===== src/rtl/mux_sel_ctrl.sv =====
// Select generator for mux_2_to_1_gate: a debounced pushbutton and an optional auto-alternate timer both toggle s.
// Build with MUX_SEL_CTRL_TOGGLE_COUNT_EN defined to add the 8-bit toggle_cnt output.
module mux_sel_ctrl #(
    parameter int DEBOUNCE_CYCLES = 4,
    parameter int AUTO_PERIOD     = 10,
    parameter int CNT_W           = 8
) (
    input  logic       clk,
    input  logic       rst,
    input  logic       btn,
    input  logic       auto_en,
    input  logic       hold,
    output logic       s,
    output logic       s_changed
`ifdef MUX_SEL_CTRL_TOGGLE_COUNT_EN
    ,
    output logic [7:0] toggle_cnt
`endif
);

    typedef enum logic [1:0] {
        RELEASED,
        PRESS_CHK,
        PRESSED,
        RELEASE_CHK
    } state_t;

    localparam logic [CNT_W-1:0] DB_LAST = CNT_W'(DEBOUNCE_CYCLES - 1);
    localparam logic [CNT_W-1:0] AP_LAST = CNT_W'(AUTO_PERIOD - 1);
    localparam logic [CNT_W-1:0] ONE     = CNT_W'(1);

    logic             sync1_q, sync1_d;
    logic             sync2_q, sync2_d;
    state_t           state_q, state_d;
    logic [CNT_W-1:0] db_cnt_q, db_cnt_d;
    logic [CNT_W-1:0] per_cnt_q, per_cnt_d;
    logic             s_q, s_d;
    logic             s_changed_q, s_changed_d;
    logic             btn_sync;
    logic             press_evt;
    logic             auto_evt;
    logic             toggle;

    assign btn_sync = sync2_q;

    always_comb begin
        sync1_d = btn;
        sync2_d = sync1_q;
    end

    // A press is confirmed on the cycle the FSM leaves PRESS_CHK, so press_evt is combinational.
    always_comb begin
        state_d   = state_q;
        db_cnt_d  = db_cnt_q;
        press_evt = 1'b0;
        case (state_q)
            RELEASED: begin
                if (btn_sync) begin
                    state_d  = PRESS_CHK;
                    db_cnt_d = ONE;
                end
            end
            PRESS_CHK: begin
                if (!btn_sync) begin
                    state_d  = RELEASED;
                    db_cnt_d = '0;
                end else if (db_cnt_q == DB_LAST) begin
                    state_d   = PRESSED;
                    db_cnt_d  = '0;
                    press_evt = 1'b1;
                end else begin
                    db_cnt_d = db_cnt_q + ONE;
                end
            end
            PRESSED: begin
                if (!btn_sync) begin
                    state_d  = RELEASE_CHK;
                    db_cnt_d = ONE;
                end
            end
            RELEASE_CHK: begin
                if (btn_sync) begin
                    state_d  = PRESSED;
                    db_cnt_d = '0;
                end else if (db_cnt_q == DB_LAST) begin
                    state_d  = RELEASED;
                    db_cnt_d = '0;
                end else begin
                    db_cnt_d = db_cnt_q + ONE;
                end
            end
            default: begin
                state_d  = RELEASED;
                db_cnt_d = '0;
            end
        endcase
    end

    // Hold freezes the period counter outright; a press restarts the period only when not held.
    always_comb begin
        auto_evt  = auto_en && !hold && (per_cnt_q == AP_LAST);
        per_cnt_d = per_cnt_q;
        if (!auto_en) begin
            per_cnt_d = '0;
        end else if (!hold) begin
            if (press_evt || per_cnt_q == AP_LAST) begin
                per_cnt_d = '0;
            end else begin
                per_cnt_d = per_cnt_q + ONE;
            end
        end
    end

    always_comb begin
        toggle      = (press_evt || auto_evt) && !hold;
        s_d         = s_q ^ toggle;
        s_changed_d = toggle;
    end

    always_ff @(posedge clk or posedge rst) begin
        if (rst) begin
            sync1_q     <= 1'b0;
            sync2_q     <= 1'b0;
            state_q     <= RELEASED;
            db_cnt_q    <= '0;
            per_cnt_q   <= '0;
            s_q         <= 1'b0;
            s_changed_q <= 1'b0;
        end else begin
            sync1_q     <= sync1_d;
            sync2_q     <= sync2_d;
            state_q     <= state_d;
            db_cnt_q    <= db_cnt_d;
            per_cnt_q   <= per_cnt_d;
            s_q         <= s_d;
            s_changed_q <= s_changed_d;
        end
    end

    assign s         = s_q;
    assign s_changed = s_changed_q;

`ifdef MUX_SEL_CTRL_TOGGLE_COUNT_EN
    logic [7:0] toggle_cnt_q, toggle_cnt_d;

    always_comb begin
        toggle_cnt_d = toggle_cnt_q;
        if (toggle) begin
            toggle_cnt_d = toggle_cnt_q + 8'd1;
        end
    end

    always_ff @(posedge clk or posedge rst) begin
        if (rst) begin
            toggle_cnt_q <= 8'd0;
        end else begin
            toggle_cnt_q <= toggle_cnt_d;
        end
    end

    assign toggle_cnt = toggle_cnt_q;
`endif

endmodule


===== config.mk =====
export PLATFORM = sky130hd
export DESIGN_NAME = mux_sel_ctrl
export DESIGN_NICKNAME = d
export VERILOG_FILES = /design/src/rtl/mux_sel_ctrl.sv
export SDC_FILE = /design/constraint.sdc
export NUM_CORES = 1
export LEC_CHECK = 0
export ABC_AREA = 1
export BUFFER_PORTS_ARGS = -buffer_cell sky130_fd_sc_hd__buf_2
export CORE_ASPECT_RATIO = 1.1
export CORE_MARGIN = 5
export CORE_UTILIZATION = 62
export DETAILED_ROUTE_END_ITERATION = 10
export GPL_ROUTABILITY_DRIVEN = 0
export PLACE_DENSITY = 0.78
export SYNTH_ARGS = -nofsm -noshare
export SYNTH_HDL_FRONTEND = slang
export SYNTH_SLANG_ARGS = --single-unit

===== constraint.sdc =====
create_clock -name clk -period 2.75 [get_ports clk]
set_input_delay 0.825 -clock clk [delete_from_list [all_inputs] [get_ports clk]]
set_output_delay 0.825 -clock clk [all_outputs]
set_load 0.01 [all_outputs]

# --- After elaboration in Yosys (flattened, before gate mapping) ---
# Index checks and enable logic that the tools add are counted.
word_totals:
  reg_bits: 22
  input_bits: 5
  output_inout_bits: 2
  elab_cells: 48
classes:
  addsub: 2
  eq_ne: 10
  mux: 19
  bitwise: 1
  reduce_logical: 9
ops:
  columns: ["cell", "n"]
  rows:
  - ["$mux 8", 8]
  - ["$pmux 8 s4", 1]
  - ["$add 8x1->8 const B", 2]
  - ["$mux 2", 6]
  - ["$eq 8x2->1 const B", 1]
  - ["$eq 8x4->1 const B", 1]
  - ["$pmux 2 s4", 1]
  - ["$ne 2x2->1 const B", 3]
  - ["$ne 3x3->1 const B", 2]
  - ["$eq 2x2->1 const B", 2]
  - ["$reduce_and 4->1", 1]
  - ["$logic_and 1x1->1", 3]
  - ["$mux 1", 3]
  - ["$eq 2x1->1 const B", 1]
  - ["$logic_not 2->1", 1]
  - ["$logic_or 1x1->1", 2]
  - ["$reduce_and 2->1", 1]
  - ["$logic_not 1->1", 1]
  - ["$xor 1x1->1", 1]

# --- Longest topological paths before layout ---
# Gate-level depths: netlist (run 1).
logic_depth:
  depth_word: 8
  depth_mapped: 9
  ltp_nobuf: 9

# --- Least setup slack after synthesis (run 1) ---
# Ideal clock, no wire load.
synth_path:
  path_kind: "in2reg"
  from: "in hold"
  to: "reg per_cnt_q[1]"
  setup_ns: 0.082
  arrival_time_ns: 1.299
  required_ns: 2.668
  path_slack_ns: 1.369
  path_stages: 5
  n_path_buf: 0
  cell_sequence: "inv_1 -> nand2_1 -> nor2_4 -> nand2_2 -> o22ai_1"
synth_via:
  elab_chain_cells: 1
synth_lines:
  columns: ["element", "line_no", "text"]
  rows:
  - ["start: declaration", "12", "input logic hold,"]
  - ["$ne 2x2->1 (no line)", null, null]
  - ["end signal: assignment", "134", "per_cnt_q <= per_cnt_d;"]
  - ["end: declaration", "36", "logic [CNT_W-1:0] per_cnt_q, per_cnt_d;"]
# Every way passes these cells.
# A chain may end at the register's enable or synchronous reset.

# --- Worst setup path after layout (run 1) ---
layout_path:
  from: "reg s_q (netlist: s)"
  to: "out s"
layout_rtl:
  columns: ["element", "line_no", "text"]
  rows:
  - ["start: declaration", "37", "logic s_q, s_d;"]
  - ["start signal: assignment", "127", "s_q <= 1'b0;"]
  - ["start signal: assignment", "135", "s_q <= s_d;"]
  - ["end: declaration", "13", "output logic s,"]
# No word-level cell between the ends.

==> results of run 1 <==
-- power by group --
| part | switching, mW | total [mW] | internal, mW |
|---|---|---|---|
| logic | 0.139 | 0.207 | 0.0686 |
| registers | 0.0372 | 0.398 | 0.361 |
| clock network | 0.0925 | 0.173 | 0.0807 |
-- cell families (layout without fill, tap and decap cells) --
family          after synthesis  count (layout)
simple gates                 73              73
buf+inv                      23              32
flops                        22              22
compound gates               20              20
xor+xnor                      5               5
fa+ha+maj                     3               3
-- layout make-up --
| class | instances | area [um2] |
|---|---|---|
| repair buffers | 6 | 30.0 |
| flip-flops and latches | 22 | 551 |
| clock buffers | 4 | 36.3 |
| fillers | 161 | 631 |
| inverters | 22 | 82.6 |
| well taps | 28 | 35.0 |
| multi-input cells | 101 | 592 |
-- path summary, 6_finish.rpt --
kind	endpoint	slack, ns
min reg2reg	btn_sync$_DFF_PP0_	0.36
max	s	1.08
min	btn_sync$_DFF_PP0_	0.36
min in group asynchronous	sync1_q$_DFF_PP0_	0.65
max reg2reg	flop	1.30
max in group asynchronous	per_cnt_q[5]$_DFFE_PP0P_	1.60
-- placed cells by master, fill, tap and decap left out --
cell and instances:
ha_1 3, a31oi_1 2, o22ai_1 7, nand4_1 4
o21ai_2 2, a21oi_1 2, clkbuf_4 3, nand2_1 34
inv_2 4, nor2_2 4, nand3_2 1, nor2_1 5
inv_1 18, buf_2 6, xor2_1 3, clkbuf_8 1
nand2_4 1, o21ai_0 4, nand2_2 8, o21ai_1 2
xnor2_1 2, a21oi_2 1, nand3b_1 1, nand3_4 1
dfrtp_1 22, nor2_4 4, nand3_1 10
-- routing by layer --
| layer | global-route usage | up-vias | share of wire |
|---|---|---|---|
| met2 | 0.335 | 19 | 0.55 |
| met1 | 0.227 | 454 | 0.40 |
| met3 | 0.0292 | 6 | 0.025 |
| li1 | - | 491 | - |
| met5 | 0 | - | 0 |
| met4 | 0.0949 | 0 | 0.019 |
-- sequential cells by signal, summed over array words and instances (netlist names), named ones only --
name,flops
btn_sync,1
db_cnt_q,8
per_cnt_q,8
s,1
s_changed,1
state_q,1
sync1_q,1
==> metrics, run 1 <==
Max-Cap Viols=0; Fin Hold WS=0.363 ns; Crit Path Class=flop to output port; min-delay worst type=flop to flop; placed inst area=1290 um2; normalized max-slew margin=0.464; vias per inst=5.30; Area Growth Syn to Fin=7.83%; VDD IR-drop max=approximately 0.41 mV; Post-Synthesis Net Count=154; PnR worst setup slack=1.08 ns; number of DRC markers in iteration 0=27; Final period util=0.606; Synth async-reset ratio=1.00; DRT antenna net count=0; # diodes=0; Sum Neg Setup Slack=0 ns; Synth Area in Simple Gates=0.315; Cell Area, Synth=1230 um2; largest net degree at the start of global routing=23; H-tree levels=1; largest stage delay on the critical path=0.40 ns; Finish-stage setup viols=0; Setup crit start kind=flop; final core occ=0.678; power density over the cells=587 nW/um2; main combinational cell family by area after synthesis=simple AND/OR/NAND/NOR gates; first-pass GRT wire length=4310 um; initial antenna violation count=0; gr usage total=0.194; run status=complete, no violations; Post-synth EDFFs=0; Final Hold Viols=0; Yosys cell types=25; wire per inst=about 13 um; Post-CTS Setup Bufs=0; drt total wl=2370 um; synth top area cells=dfrtp_1, nand2_1, inv_1; filler-free cell count of the finished design=183; drt first pass iters=4; Remaining Overflow, GRT=0; Die Height=around 57 um; CORE AREA=1960 um2; Worst Skew=0.00418 ns; number of global-route vias before repair=989; WP data arrival=0.84 ns; Row Count=17; CTS tree=built; Synthesis Warnings=0; hold_buf cts=0; worst skew pair latency=about 0.3 ns; clock buffer depth=2; RSZ-0062 raised after global routing=false; max-slew violations=0; slowest CP cell=dfrtp_1; multiplexer share of the synthesized area=0; Post-DP HPWL=1860 um; CP Launch Point=s$_DFF_PP0_; Initial Utilization=0.629; pre-CTS WS=between 1 and 1.5 ns; drt drc=0; die width=~52 um; dominant cell type by area after synthesis=dfrtp_1; Final nets=164; root buffer cell=clkbuf_4; layout cells sized above 1=0.232; total stage count of the critical path=1; register bit count reported by yosys=22; Reg clk slew, reported paths=0.12 ns; nature of the critical path endpoint=output port; CTS sink count=22; XOR/XNOR share of the synthesized area=0.0356; most frequent cells after synthesis=nand2_1, dfrtp_1, inv_1; most frequent cell after synthesis=nand2_1; R2R Path Start=db_cnt_q[0]$_DFFE_PP0P_; CP Cell Sequence=buf_2; Post-Place Cells=179; Lkg Pwr=0.631 nW; hold path cells=0; Crit path max-delay family=flip-flops; Die ar.=2980 um2; R2R depth=8; worst path bufs/invs=1; Adder-Cell Fraction of Synth Area=0.0305; HP Start=sync1_q$_DFF_PP0_; Fmax=600 MHz; Mean Syn Cell Area=8.42 um2; fin crit period=1.67 ns; Crit Path Max Fanout=3; # resized after CTS=0; Synth Area in Compound Gates=0.0997; Seq/Total Area, Yosys=0.448; post-synth top area share=0.448; total CTS buffers=3; I/O Buffers=6; vias=970; Top FF cell, synth=dfrtp_1; I/O pins=7; post-route cell area=~1300 um2; Mapped Cells=146; Final Total Pwr=0.778 mW; Slew @ Worst Pin=about 0.8 ns; Worst Path Required=1.93 ns
Power figures use the tool's default switching activity.
==> run 2: changes to the inputs <==
CORE_UTILIZATION = 59   (was 62)
PLACE_DENSITY = 0.75   (was 0.78)
clock period = 1.55 ns   (was 2.75 ns; I/O delays follow)
==> run 2 against run 1 <==
Combinational power grew 71%; clock skew rose by 0.0015 ns; via count fell by 4.7%; critical path type is now flop to flop; largest cell class unchanged; highest routed layer unchanged.
==> metrics, run 2 (synthesis results as in run 1) <==
run status=complete, no violations (unchanged); Fillers=186 (was 161); Final nets=165 (was 164); wire per inst=11.2 um (was 13.0 um); largest net degree at the start of global routing=23 (unchanged); final core occ=0.660 (was 0.678); Worst Path Required=1.76 ns (was 1.93 ns); RSZ-0062 raised after global routing=false (unchanged); Final period util=0.877; max-slew violations=0 (unchanged); pre-CTS WS=0.197 ns (was 1.14 ns); total CTS buffers=3 (unchanged); min-delay worst type=input pin to asynchronous set/reset pin (was flop to flop); drt total wl=2050 um (was 2370 um); CORE AREA=2000 um2 (was 1960 um2); Reg clk slew, reported paths=0.12 ns (about the same); Slew @ Worst Pin=0.293 ns (was 0.804 ns); Finish-stage setup viols=0 (unchanged); Post-DP HPWL=1560 um (was 1860 um); gr usage total=0.167 (was 0.194); Lkg Pwr=0.629 nW (was 0.631 nW); layout cells sized above 1=0.232 (unchanged); DRT antenna net count=0 (unchanged); hold_buf cts=0 (unchanged); placed inst area=1300 um2 (was 1290 um2); # diodes=0 (unchanged); # resized after CTS=0 (unchanged); clock buffer depth=2 (unchanged); Setup crit start kind=flop (unchanged); root buffer cell=clkbuf_4 (unchanged); vias=924 (was 970); normalized max-slew margin=0.805 (was 0.464); I/O Buffers=6 (unchanged); initial antenna violation count=0 (unchanged); I/O pins=7 (unchanged); CP Cell Sequence=ha_1 > nand2_1 > nor2_4 > nand2_2 > nand2_4 > nand2_2 > nand2_1 > o21ai_2 (was buf_2); Final Hold Viols=0 (unchanged); Sum Neg Setup Slack=0 ns (unchanged); first-pass GRT wire length=3930 um (was 4310 um); Die Height=57.9 um (was 56.7 um); number of global-route vias before repair=919 (was 989); Row Count=17 (unchanged); Fmax=approximately 740 MHz; Largest regs=db_cnt_q (8), per_cnt_q (8) (unchanged); VDD IR-drop max=0.645 mV (was 0.414 mV); post-route cell area=1320 um2 (was 1330 um2); WP data arrival=1.57 ns (was 0.84 ns); Area Growth Syn to Fin=7.32% (was 7.83%); drt first pass iters=6 (was 4); Post-CTS Setup Bufs=0 (unchanged); CTS sink count=22 (unchanged); Remaining Overflow, GRT=0 (unchanged); PnR worst setup slack=0.190 ns (was 1.08 ns); worst skew pair latency=0.30 ns (about the same); nature of the critical path endpoint=flop (was output port); commonest cells after routing, fill and taps aside=nand2_1, dfrtp_1, inv_1 (unchanged); largest stage delay on the critical path=0.40 ns (about the same); Initial Utilization=0.615 (was 0.629); Crit Path Max Fanout=8 (was 3); slowest CP cell=dfrtp_1 (unchanged); drt drc=0 (unchanged); Die ar.=3100 um2 (was 2980 um2); Final Total Pwr=1.31 mW (was 0.778 mW); number of DRC markers in iteration 0=16 (was 27); vias per inst=5.05 (was 5.30); H-tree levels=1 (unchanged); power density over the cells=992 nW/um2 (was 587 nW/um2); CTS tree=built (unchanged); Max-Cap Viols=0 (unchanged); Worst Skew=0.00564 ns (was 0.00418 ns); most common cell after layout, fill and taps aside=nand2_1 (unchanged); Crit Path Class=flop to flop (was flop to output port); fin crit period=1.36 ns; die width=53.5 um (was 52.5 um)
[run 2: report_power, final]
part / switching, mW / leakage, nW / total [mW] / internal, mW
Combinational: 0.230 / 0.322 / 0.353 / 0.124
Sequential: 0.0567 / 0.294 / 0.697 / 0.640
Clock: 0.169 / 0.0138 / 0.259 / 0.0907
[run 2: area by class of cell]
type,instances,area (um2),area share
multi-input combinational,101,592,0.448
inverter,22,82.6,0.0626
sequential,22,551,0.417
clock buffer,3,22.5,0.0171
tap,28,35.0,0.0265
timing repair buffer,7,37.5,0.0284
[run 2: worst max-delay path, delay by kind of cell, from the launching register on]
| family | cells | cell delay, ns |
|---|---|---|
| adder cells (fa/ha/maj) | 1 | 0.22 |
| AO/OA/AOI/OAI | 1 | 0.05 |
| AND/OR/NAND/NOR | 6 | 0.60 |
| flip-flops | 1 | 0.40 |
[run 2: final timing paths]
check	end	slack, ns	depth (start not counted)	start
max	flop	0.19	8	db_cnt_q[0]$_DFFE_PP0P_
min	per_cnt_q[3]$_DFFE_PP0P_	0.16	3	rst
max reg2reg	flop	0.19	8	db_cnt_q[0]$_DFFE_PP0P_
min reg2reg	btn_sync$_DFF_PP0_	0.36	0	sync1_q$_DFF_PP0_
max in group asynchronous	db_cnt_q[3]$_DFFE_PP0P_	1.16	3	rst
min in group clk	sync1_q$_DFF_PP0_	0.26	1	btn
[run 2: routing by layer]
layer | wire [um] | vias to the layer above | global-route usage
met5 | 0 | - | 0
met4 | 43 | 0 | 0.0657
met3 | 39 | 5 | 0.0231
met2 | 1030 | 12 | 0.282
met1 | 939 | 415 | 0.212
li1 | - | 492 | -
[run 2: through the flow]
| step | hold WS [ns] | cells |
|---|---|---|
| 2_1_floorplan | 0.331 | 146 |
| 3_3_place_gp | 0.333 | 180 |
| 3_5_place_dp | 0.336 | 180 |
| 4_1_cts | 0.171 | 183 |
| 5_1_grt | 0.185 | 183 |
| 6_report | 0.164 | 183 |
